==> src/rtl/param_reg_file_if.sv <==
// Bus bundle for param_reg_file: write port, two read ports, clear request and status.
// The master drives addresses, data and requests; the slave returns read data and status.
interface param_reg_file_if #(
   parameter int WIDTH = 8,
   parameter int DEPTH = 8
);
   localparam int AW = $clog2(DEPTH);

   logic [WIDTH-1:0] IN;
   logic [AW-1:0]    INADDRESS;
   logic             WRITE;
   logic [AW-1:0]    OUT1ADDRESS;
   logic [AW-1:0]    OUT2ADDRESS;
   logic             CLEAR;
   logic [WIDTH-1:0] OUT1;
   logic [WIDTH-1:0] OUT2;
   logic             BUSY;
   logic             WERR;

   modport master (
      output IN, INADDRESS, WRITE, OUT1ADDRESS, OUT2ADDRESS, CLEAR,
      input  OUT1, OUT2, BUSY, WERR
   );

   modport slave (
      input  IN, INADDRESS, WRITE, OUT1ADDRESS, OUT2ADDRESS, CLEAR,
      output OUT1, OUT2, BUSY, WERR
   );
endinterface

==> src/rtl/param_reg_file.sv <==
// WIDTH x DEPTH register file: one write port, two registered read ports with write-through
// bypass, optional hardwired-zero entry 0, and a one-entry-per-cycle bulk-clear engine.
module param_reg_file #(
   parameter int WIDTH    = 8,
   parameter int DEPTH    = 8,
   parameter bit ZERO_REG = 1'b0
) (
   input logic             CLK,
   input logic             RESET,
   param_reg_file_if.slave bus
);
   localparam int AW = $clog2(DEPTH);

   typedef enum logic [0:0] {
      IDLE     = 1'b0,
      CLEARING = 1'b1
   } state_e;

   state_e           stateQ, stateD;
   logic [AW-1:0]    cntQ, cntD;
   logic [WIDTH-1:0] memQ [DEPTH];
   logic [WIDTH-1:0] out1Q, out1D;
   logic [WIDTH-1:0] out2Q, out2D;
   logic             werrQ, werrD;

   logic busy;
   logic zeroTarget;
   logic writeEn;
   logic clearEn;

   assign busy       = (stateQ == CLEARING);
   assign zeroTarget = ZERO_REG && (bus.INADDRESS == '0);
   assign writeEn    = bus.WRITE && !busy && !zeroTarget;
   assign clearEn    = busy;

   // Value the addressed entry holds after this edge, so read data never lags a same-edge update.
   function automatic logic [WIDTH-1:0] postEdgeValue(input logic [AW-1:0] addr);
      logic [WIDTH-1:0] value;
      value = memQ[addr];
      if (ZERO_REG && (addr == '0)) begin
         value = '0;
      end else if (clearEn && (addr == cntQ)) begin
         value = '0;
      end else if (writeEn && (addr == bus.INADDRESS)) begin
         value = bus.IN;
      end
      return value;
   endfunction

   always_comb begin
      stateD = stateQ;
      cntD   = cntQ;
      unique case (stateQ)
         IDLE: begin
            if (bus.CLEAR) begin
               stateD = CLEARING;
               cntD   = '0;
            end
         end
         CLEARING: begin
            cntD = cntQ + 1'b1;
            if (cntQ == AW'(DEPTH - 1)) begin
               stateD = IDLE;
            end
         end
         default: begin
            stateD = IDLE;
            cntD   = '0;
         end
      endcase
   end

   always_comb begin
      out1D = postEdgeValue(bus.OUT1ADDRESS);
      out2D = postEdgeValue(bus.OUT2ADDRESS);
      werrD = bus.WRITE && busy;
   end

   always_ff @(posedge CLK or negedge RESET) begin
      if (!RESET) begin
         stateQ <= IDLE;
         cntQ   <= '0;
         out1Q  <= '0;
         out2Q  <= '0;
         werrQ  <= 1'b0;
      end else begin
         stateQ <= stateD;
         cntQ   <= cntD;
         out1Q  <= out1D;
         out2Q  <= out2D;
         werrQ  <= werrD;
      end
   end

   // Writes are only accepted while idle, so a clear and a write never target the array together.
   always_ff @(posedge CLK or negedge RESET) begin
      if (!RESET) begin
         for (int i = 0; i < DEPTH; i++) begin
            memQ[i] <= '0;
         end
      end else if (clearEn) begin
         memQ[cntQ] <= '0;
      end else if (writeEn) begin
         memQ[bus.INADDRESS] <= bus.IN;
      end
   end

   assign bus.OUT1 = out1Q;
   assign bus.OUT2 = out2Q;
   assign bus.BUSY = busy;
   assign bus.WERR = werrQ;
endmodule

==> src/flat_wrapper.sv <==
// flat-port wrapper written by rule: the top's interface ports become plain ports
module param_reg_file_flat 
#(
   parameter int WIDTH    = 8,
   parameter int DEPTH    = 8,
   parameter bit ZERO_REG = 1'b0
)
  (CLK, RESET, bus_IN, bus_INADDRESS, bus_WRITE, bus_OUT1ADDRESS, bus_OUT2ADDRESS, bus_CLEAR, bus_OUT1, bus_OUT2, bus_BUSY, bus_WERR);
  param_reg_file_if #(.WIDTH(WIDTH), .DEPTH(DEPTH)) bus_i ();
  input logic CLK;
  input logic RESET;
  input wire logic [$bits(bus_i.IN)-1:0] bus_IN;
  input wire logic [$bits(bus_i.INADDRESS)-1:0] bus_INADDRESS;
  input wire logic [$bits(bus_i.WRITE)-1:0] bus_WRITE;
  input wire logic [$bits(bus_i.OUT1ADDRESS)-1:0] bus_OUT1ADDRESS;
  input wire logic [$bits(bus_i.OUT2ADDRESS)-1:0] bus_OUT2ADDRESS;
  input wire logic [$bits(bus_i.CLEAR)-1:0] bus_CLEAR;
  output wire logic [$bits(bus_i.OUT1)-1:0] bus_OUT1;
  output wire logic [$bits(bus_i.OUT2)-1:0] bus_OUT2;
  output wire logic [$bits(bus_i.BUSY)-1:0] bus_BUSY;
  output wire logic [$bits(bus_i.WERR)-1:0] bus_WERR;
  assign bus_i.IN = bus_IN;
  assign bus_i.INADDRESS = bus_INADDRESS;
  assign bus_i.WRITE = bus_WRITE;
  assign bus_i.OUT1ADDRESS = bus_OUT1ADDRESS;
  assign bus_i.OUT2ADDRESS = bus_OUT2ADDRESS;
  assign bus_i.CLEAR = bus_CLEAR;
  assign bus_OUT1 = bus_i.OUT1;
  assign bus_OUT2 = bus_i.OUT2;
  assign bus_BUSY = bus_i.BUSY;
  assign bus_WERR = bus_i.WERR;
  param_reg_file #(.WIDTH(WIDTH), .DEPTH(DEPTH), .ZERO_REG(ZERO_REG)) u_core (.CLK(CLK), .RESET(RESET), .bus(bus_i));
endmodule
==> config.mk <==
export PLATFORM = sky130hd
export DESIGN_NAME = param_reg_file_flat
export DESIGN_NICKNAME = d
export VERILOG_FILES = /design/src/rtl/param_reg_file_if.sv /design/src/rtl/param_reg_file.sv /design/src/flat_wrapper.sv
export SDC_FILE = /design/constraint.sdc
export NUM_CORES = 1
export LEC_CHECK = 0
export ABC_AREA = 0
export CELL_PAD_IN_SITES_DETAIL_PLACEMENT = 1
export CELL_PAD_IN_SITES_GLOBAL_PLACEMENT = 2
export CORE_ASPECT_RATIO = 1.1
export CORE_MARGIN = 1
export CORE_UTILIZATION = 44
export CTS_CLUSTER_DIAMETER = 200
export DETAILED_ROUTE_END_ITERATION = 16
export GPL_TIMING_DRIVEN = 0
export HOLD_SLACK_MARGIN = 0.08
export PLACE_DENSITY_LB_ADDON = 0.1
export SLEW_MARGIN = 20
export SYNTH_ARGS = -nofsm -noshare
export SYNTH_HDL_FRONTEND = slang
export SYNTH_SLANG_ARGS = --single-unit
export TNS_END_PERCENT = 50
==> constraint.sdc <==
create_clock -name CLK -period 3.9 [get_ports CLK]
set_input_delay 0.975 -clock CLK [delete_from_list [all_inputs] [get_ports CLK]]
set_output_delay 0.975 -clock CLK [all_outputs]
set_load 0.005 [all_outputs]
==> results.json, run 1 <==
{
  "setup_violations": 0,
  "synth.net_count": 337,
  "cts_buffers": 9,
  "ios": 39,
  "holdWs_ps": 529,
  "yosysUniqueCellTypes": 37,
  "synth-main-ff-cell": "dfrtp_1",
  "wl_per_cell_um": 26.6,
  "finalHoldViolCount": 0,
  "layout-drive-gt1-share_pct": 23.8,
  "drv_slew": 0,
  "grt_overflow": 0,
  "nFillCells": 951,
  "rsz0062_at_grt": "false",
  "drv_cap": 0,
  "drt-vias-per-instance": 6.49,
  "p_leak_nw": 2.19,
  "yosysSeqAreaShare_pct": 48.7,
  "yosysWarnings": 0,
  "relSlewSlack_pct": 26.6,
  "routed-via-count": 3051,
  "rr_worst_depth": 4,
  "rows": 37,
  "cp_max_fo": 9,
  "cts_hold_buf": 0,
  "cp-end-kind": "flip-flop",
  "min_to": "u_core.memQ[6]$_DFFE_PN0P_",
  "cts_tree": "done",
  "drtPass1Iterations": 4,
  "synth_area_leaders": "dfrtp_1 49%, mux4_2 16%, a22o_1 13%",
  "num-nets-final": 371,
  "worst_skew_pair.late_latency_ps": 370,
  "antenna_found_initial": 0,
  "p_sw_share_pct": 31.9,
  "total_power_mw": 3.14,
  "crit_type": "input pin to flip-flop",
  "combPwrFrac_pct": 31.7,
  "die_x_um": 97.0,
  "power_frac_seq_pct": 40.0,
  "p_int_mw": 2.14,
  "busiest_layer": "met2",
  "syn_area_um2": 4370,
  "hp-start": "u_core.memQ[6]$_DFFE_PN0P_",
  "ant_nets": 0,
  "reg2reg_to": "u_core.memQ[48]$_DFFE_PN0P_",
  "cp.arrival_ps": 3160,
  "clockRootBuffer": "clkbuf_8",
  "r2r-start": "u_core.bus.BUSY$_DFF_PN0_",
  "skew_ps": 9.27,
  "status": "completed",
  "core_area_um2": 9490,
  "cts_setup_buffers": 0,
  "fmax_mhz": 344,
  "drt_iter0_drc": 194,
  "first_global_vias": 3327,
  "start_kind": "input pin",
  "insertedDiodeCount": 0,
  "hold_depth": 1,
  "die_height_um": 107,
  "ir_drop_mv": 0.260,
  "grt_max_degree": 48,
  "power.density_nw_per_um2": 621,
  "seqCellArea_um2": 2130,
  "globalRouteMet2Util_pct": 42.4,
  "place_congestion": 0.761,
  "clkTransAtPathRegs_ps": 80,
  "synth_top_area_share_pct": 48.7,
  "syn_avg_cell_area_um2": 13.9,
  "dp_hpwl_um": 8350,
  "final.period_utilization_pct": 74.5,
  "clockPowerShare_pct": 28.3,
  "syn_inst": 314,
  "die-area_um2": 10300,
  "worst-r2r-setup-slack_ps": 1740,
  "cts.sinks": 85,
  "start_util_pct": 46.1,
  "gr-usage-met1_pct": 37.4,
  "async_reset_ff_share_pct": 100,
  "use_met3_pct": 3.75,
  "clk_path_buf_depth": 2,
  "syn_to_final_growth_pct": 15.7,
  "synth-edff-count": 0,
  "hp-class": "flip-flop to flip-flop",
  "drc": 0,
  "ys_seq_elements": 85,
  "htreeDepth": 3,
  "multi_input_area_um2": 2090,
  "worst_pin_slew_ps": 1100,
  "cp_data_required_time_ps": 4150,
  "drt-total-wl_um": 12500,
  "power_switching_mw": 1.00,
  "grt_pass1_wl_um": 20300,
  "grt_use_total_pct": 26.8,
  "port_buffers": 22,
  "ctsResizeCount": 0,
  "yosysTopAreaCell": "dfrtp_1",
  "finalCriticalPeriod_ps": 2910
}
-- state kept, by name, summed over array words and instances (netlist names) --
| signal | cells |
|---|---|
| u_core.memQ | 64 |
| u_core.cntQ | 3 |
| u_core.bus.OUT2 | 8 |
| u_core.bus.WERR | 1 |
| u_core.bus.OUT1 | 8 |
| u_core.bus.BUSY | 1 |
-- layer usage --
layer / wire length, um / up-vias
met5: 0 / -
met4: 233 / 0
met3: 759 / 18
met2: 6150 / 94
met1: 5370 / 1632
li1: - / 1307
-- cells in the final DEF (no fill, tap or decap), types with 2 or more instances in the layout --
cell type	n
dfrtp_1	85
a22o_1	64
mux4_2	32
clkdlybuf4s50_1	21
nor2_1	18
mux2i_1	16
a211oi_1	16
clkbuf_8	9
xnor2_1	8
buf_2	7
clkbuf_1	6
buf_1	6
buf_6	5
buf_4	5
nand2_1	5
bufinv_16	5
nor2b_1	4
xor2_1	4
nor3_2	4
a31oi_2	3
nand2b_1	3
nand4_1	2
a21oi_1	2
nor3_4	2
a21oi_2	2
o21ai_0	2
nor2_2	2
ha_1	2
-- critical path: stages --
cell and delay [ps]:
clkdlybuf4s50_1 540, nand3b_1 270, nor3_2 750, a31oi_2 320
a22o_1 290
-- how the worst max path moves through the flow --
stage	startpoint	end	slack [ps]	cells past startpoint
finish	bus_INADDRESS[2]	u_core.memQ[48]$_DFFE_PN0P_	990	5
global placement	RESET	u_core.cntQ[2]$_DFFE_PN0P_	-1260	1
global route	bus_INADDRESS[2]	u_core.memQ[22]$_DFFE_PN0P_	910	5
floorplan	bus_INADDRESS[0]	u_core.memQ[56]$_DFFE_PN0P_	1720	5
CTS	bus_INADDRESS[2]	u_core.memQ[48]$_DFFE_PN0P_	850	5
detailed placement	bus_INADDRESS[2]	u_core.memQ[50]$_DFFE_PN0P_	470	5
-- layout make-up --
| cell class | instances | share of cell area, % |
|---|---|---|
| multi-input combinational | 201 | 41.4 |
| buffer | 28 | 3.31 |
| tap | 117 | 2.89 |
| timing repair buffer | 23 | 4.70 |
| sequential | 85 | 42.0 |
| clock inverter | 6 | 3.14 |
| clock buffer | 10 | 2.52 |
-- power groups by stage --
stage | Sequential (mW) | Clock [mW] | Combinational, mW
5_1_grt | 1.28 | 0.936 | 1.08
2_1_floorplan | 1.22 | 0 | 0.645
3_5_place_dp | 1.27 | 0 | 0.985
4_1_cts | 1.25 | 0.902 | 0.995
6_report | 1.26 | 0.889 | 0.995
3_3_place_gp | 1.25 | 0 | 0.948
-- kinds of logic (layout without fill, tap and decap cells) --
logic type / count (synthesis) / count (layout) / share of synthesized area [%]
AO/OA/AOI/OAI: 91 / 91 / 17.7
multiplexers: 48 / 48 / 20.1
adder cells (fa/ha/maj): 2 / 2 / 0.572
AND/OR/NAND/NOR: 48 / 48 / 6.73
XOR/XNOR: 12 / 12 / 2.40
flip-flops: 85 / 85 / 48.7
buffers and inverters: 28 / 67 / 3.83
-- per-stage QoR --
| stage | util (%) | instances | setup WS [ps] | setup TNS, ps | area, um2 |
|---|---|---|---|---|---|
| global route | 53.3 | 470 | 908 | 0 | 5060 |
| detailed placement | 50.2 | 454 | 468 | 0 | 4770 |
| CTS | 53.2 | 470 | 852 | 0 | 5050 |
| global placement | 49.9 | 453 | -1260 | -106780 | 4740 |
| floorplan | - | 314 | 1720 | 0 | 4370 |
| finish | 53.3 | 470 | 995 | 0 | 5060 |
-- synthesized netlist by cell type (2+ instances only) --
cell	count
nor2b_1	4
ha_1	2
mux4_2	32
buf_2	7
a21oi_1	2
xor2_1	4
nand2b_1	3
nor3_1	2
buf_6	5
nor3_2	2
xnor2_1	8
nand4_1	2
buf_4	4
buf_1	6
a21oi_2	2
nor3_4	2
nor2_2	2
a31oi_2	2
clkbuf_1	5
a211oi_1	16
nor2_1	18
dfrtp_1	85
a31oi_1	2
o21ai_0	2
mux2i_1	16
nand2_1	5
a22o_1	64
Power figures use the tool's default switching activity.
==> run 2, diff against run 1 <==
- CORE_UTILIZATION: 44 -> 41
- clock period: 3.9 -> 3.04 ns (I/O delays scaled with it)
==> run 2 against run 1 <==
  * Clock skew down 5.0 ps
  * Via count up 0.16%
  * Combinational power up 28%
  * First-iteration DRC count down 29%
  * Cell count up 5.5%
  * Cell area up 1.1%
  * Clock power up 26%
==> results.json, run 2 (synthesis gave the netlist of run 1 again) <==
{
  "core_area_um2": 10400,
  "critPathSlowestCell": "nor3_2",
  "largest_reg_flops": 64,
  "status": "completed",
  "ctsResizeCount": 0,
  "drtPass1Iterations": 4,
  "drv_cap": 0,
  "rsz0062_at_grt": "false",
  "power.density_nw_per_um2": 781,
  "cts_buffers": 9,
  "worst_pin_slew_ps": 1060,
  "largest-register": "u_core.memQ",
  "fmax_mhz": 370,
  "drt-total-wl_um": 12400,
  "grt_max_degree": 56,
  "r2r-start": "u_core.bus.BUSY$_DFF_PN0_",
  "fin_util_pct": 49.2,
  "ios": 39,
  "die_height_um": 110,
  "worst_skew_pair.late_latency_ps": 340,
  "critPathTopFamily": "simple AND/OR/NAND/NOR gates",
  "antenna_found_initial": 0,
  "clockRootBuffer": "clkbuf_16",
  "drv_slew": 0,
  "first_global_vias": 3167,
  "setup_violations": 0,
  "hp-class": "input pin to async pin",
  "start_util_pct": 42.1,
  "syn_to_final_growth_pct": 16.9,
  "port_buffers": 22,
  "cp_data_required_time_ps": 3270,
  "clk_path_buf_depth": 2,
  "cts_tree": "done",
  "cts_setup_buffers": 0,
  "start_kind": "input pin",
  "place_congestion": 0.775,
  "finalHoldViolCount": 0,
  "drt-vias-per-instance": 6.16,
  "dp_slack_ps": -62.1,
  "layout_common_cells": "85 x dfrtp_1, 64 x a22o_1, 32 x mux4_2, 21 x clkdlybuf4s50_1, 18 x nor2_1",
  "skew_ps": 4.23,
  "finalInstanceArea_um2": 5110,
  "cts_hold_buf": 0,
  "layout-drive-gt1-share_pct": 24.1,
  "ant_nets": 0,
  "ir_drop_mv": 0.294,
  "wl_per_cell_um": 25.1,
  "htreeDepth": 3,
  "die-area_um2": 11100,
  "die_x_um": 100,
  "slowest_delay_ps": 760,
  "grt_overflow": 0,
  "routed-via-count": 3056,
  "setup_ws_ps": 334,
  "cp-end-kind": "flip-flop",
  "path_buf_inv": 1,
  "dpl_cell_area_um2": 4810,
  "final_common_cell": "dfrtp_1",
  "drt_iter0_drc": 137,
  "grt_use_total_pct": 24.9,
  "drc": 0,
  "num-nets-final": 371,
  "insertedDiodeCount": 0,
  "total_power_mw": 3.99,
  "dp_hpwl_um": 8080,
  "startpoint": "bus_INADDRESS[2]",
  "finalCriticalPeriod_ps": 2710,
  "clkTransAtPathRegs_ps": 70,
  "rows": 39,
  "grt_pass1_wl_um": 19600,
  "worstPathCellList": "clkdlybuf4s50_1, nand3b_1, nor3_2, a31oi_2, a22o_1",
  "final.period_utilization_pct": 89.0,
  "p_leak_nw": 2.19,
  "relSlewSlack_pct": 28.8,
  "crit_type": "input pin to flip-flop",
  "cp.arrival_ps": 2940,
  "cp_max_fo": 9,
  "cts.sinks": 85
}
## run 2: changes by cell type in the layout (fill, tap and decap cells not counted), sizes merged
cell / change
bufinv: -4
clkbuf: -1
clkinv: +1
clkinvlp: +3
inv: +1
## run 2: metrics by stage
stage	setup TNS [ps]	cells	hold WS, ps
3_5_place_dp	-749	480	497
6_report	0	496	345
3_3_place_gp	-166040	479	494
2_1_floorplan	0	314	464
4_1_cts	0	496	367
5_1_grt	0	496	377
## run 2: layer usage
metal	global-route usage (%)	part of all wire, %	vias up
met5	0	0	-
met4	8.49	1.6	0
met3	3.53	4.5	15
met2	38.8	48	91
met1	35.8	46	1638
li1	-	-	1312
## run 2: final cells by class
| class | count | area [um2] |
|---|---|---|
| buffer | 28 | 168 |
| clock buffer | 9 | 225 |
| clock inverter | 7 | 75.1 |
| fill | 1060 | 5280 |
| multi-input combinational | 201 | 2090 |
| sequential | 85 | 2130 |
| tap | 143 | 179 |
| timing repair buffer | 23 | 245 |
## run 2: final timing paths
check                      slack [ps]                            to  depth (start not counted)
max                               330   u_core.memQ[49]$_DFFE_PN0P_                          5
min                               340  u_core.bus.OUT2[5]$_DFF_PN0_                          1
max reg2reg                       890   u_core.memQ[16]$_DFFE_PN0P_                          4
min reg2reg                       520   u_core.memQ[46]$_DFFE_PN0P_                          1
max in group asynchronous        2060     u_core.bus.WERR$_DFF_PN0_                          2
min in group CLK                  520   u_core.memQ[46]$_DFFE_PN0P_                          1
## run 2: report_power, final
group | total (mW) | switching, mW | internal [mW]
logic | 1.27 | 0.658 | 0.614
registers | 1.60 | 0.185 | 1.42
clock network | 1.12 | 0.479 | 0.639
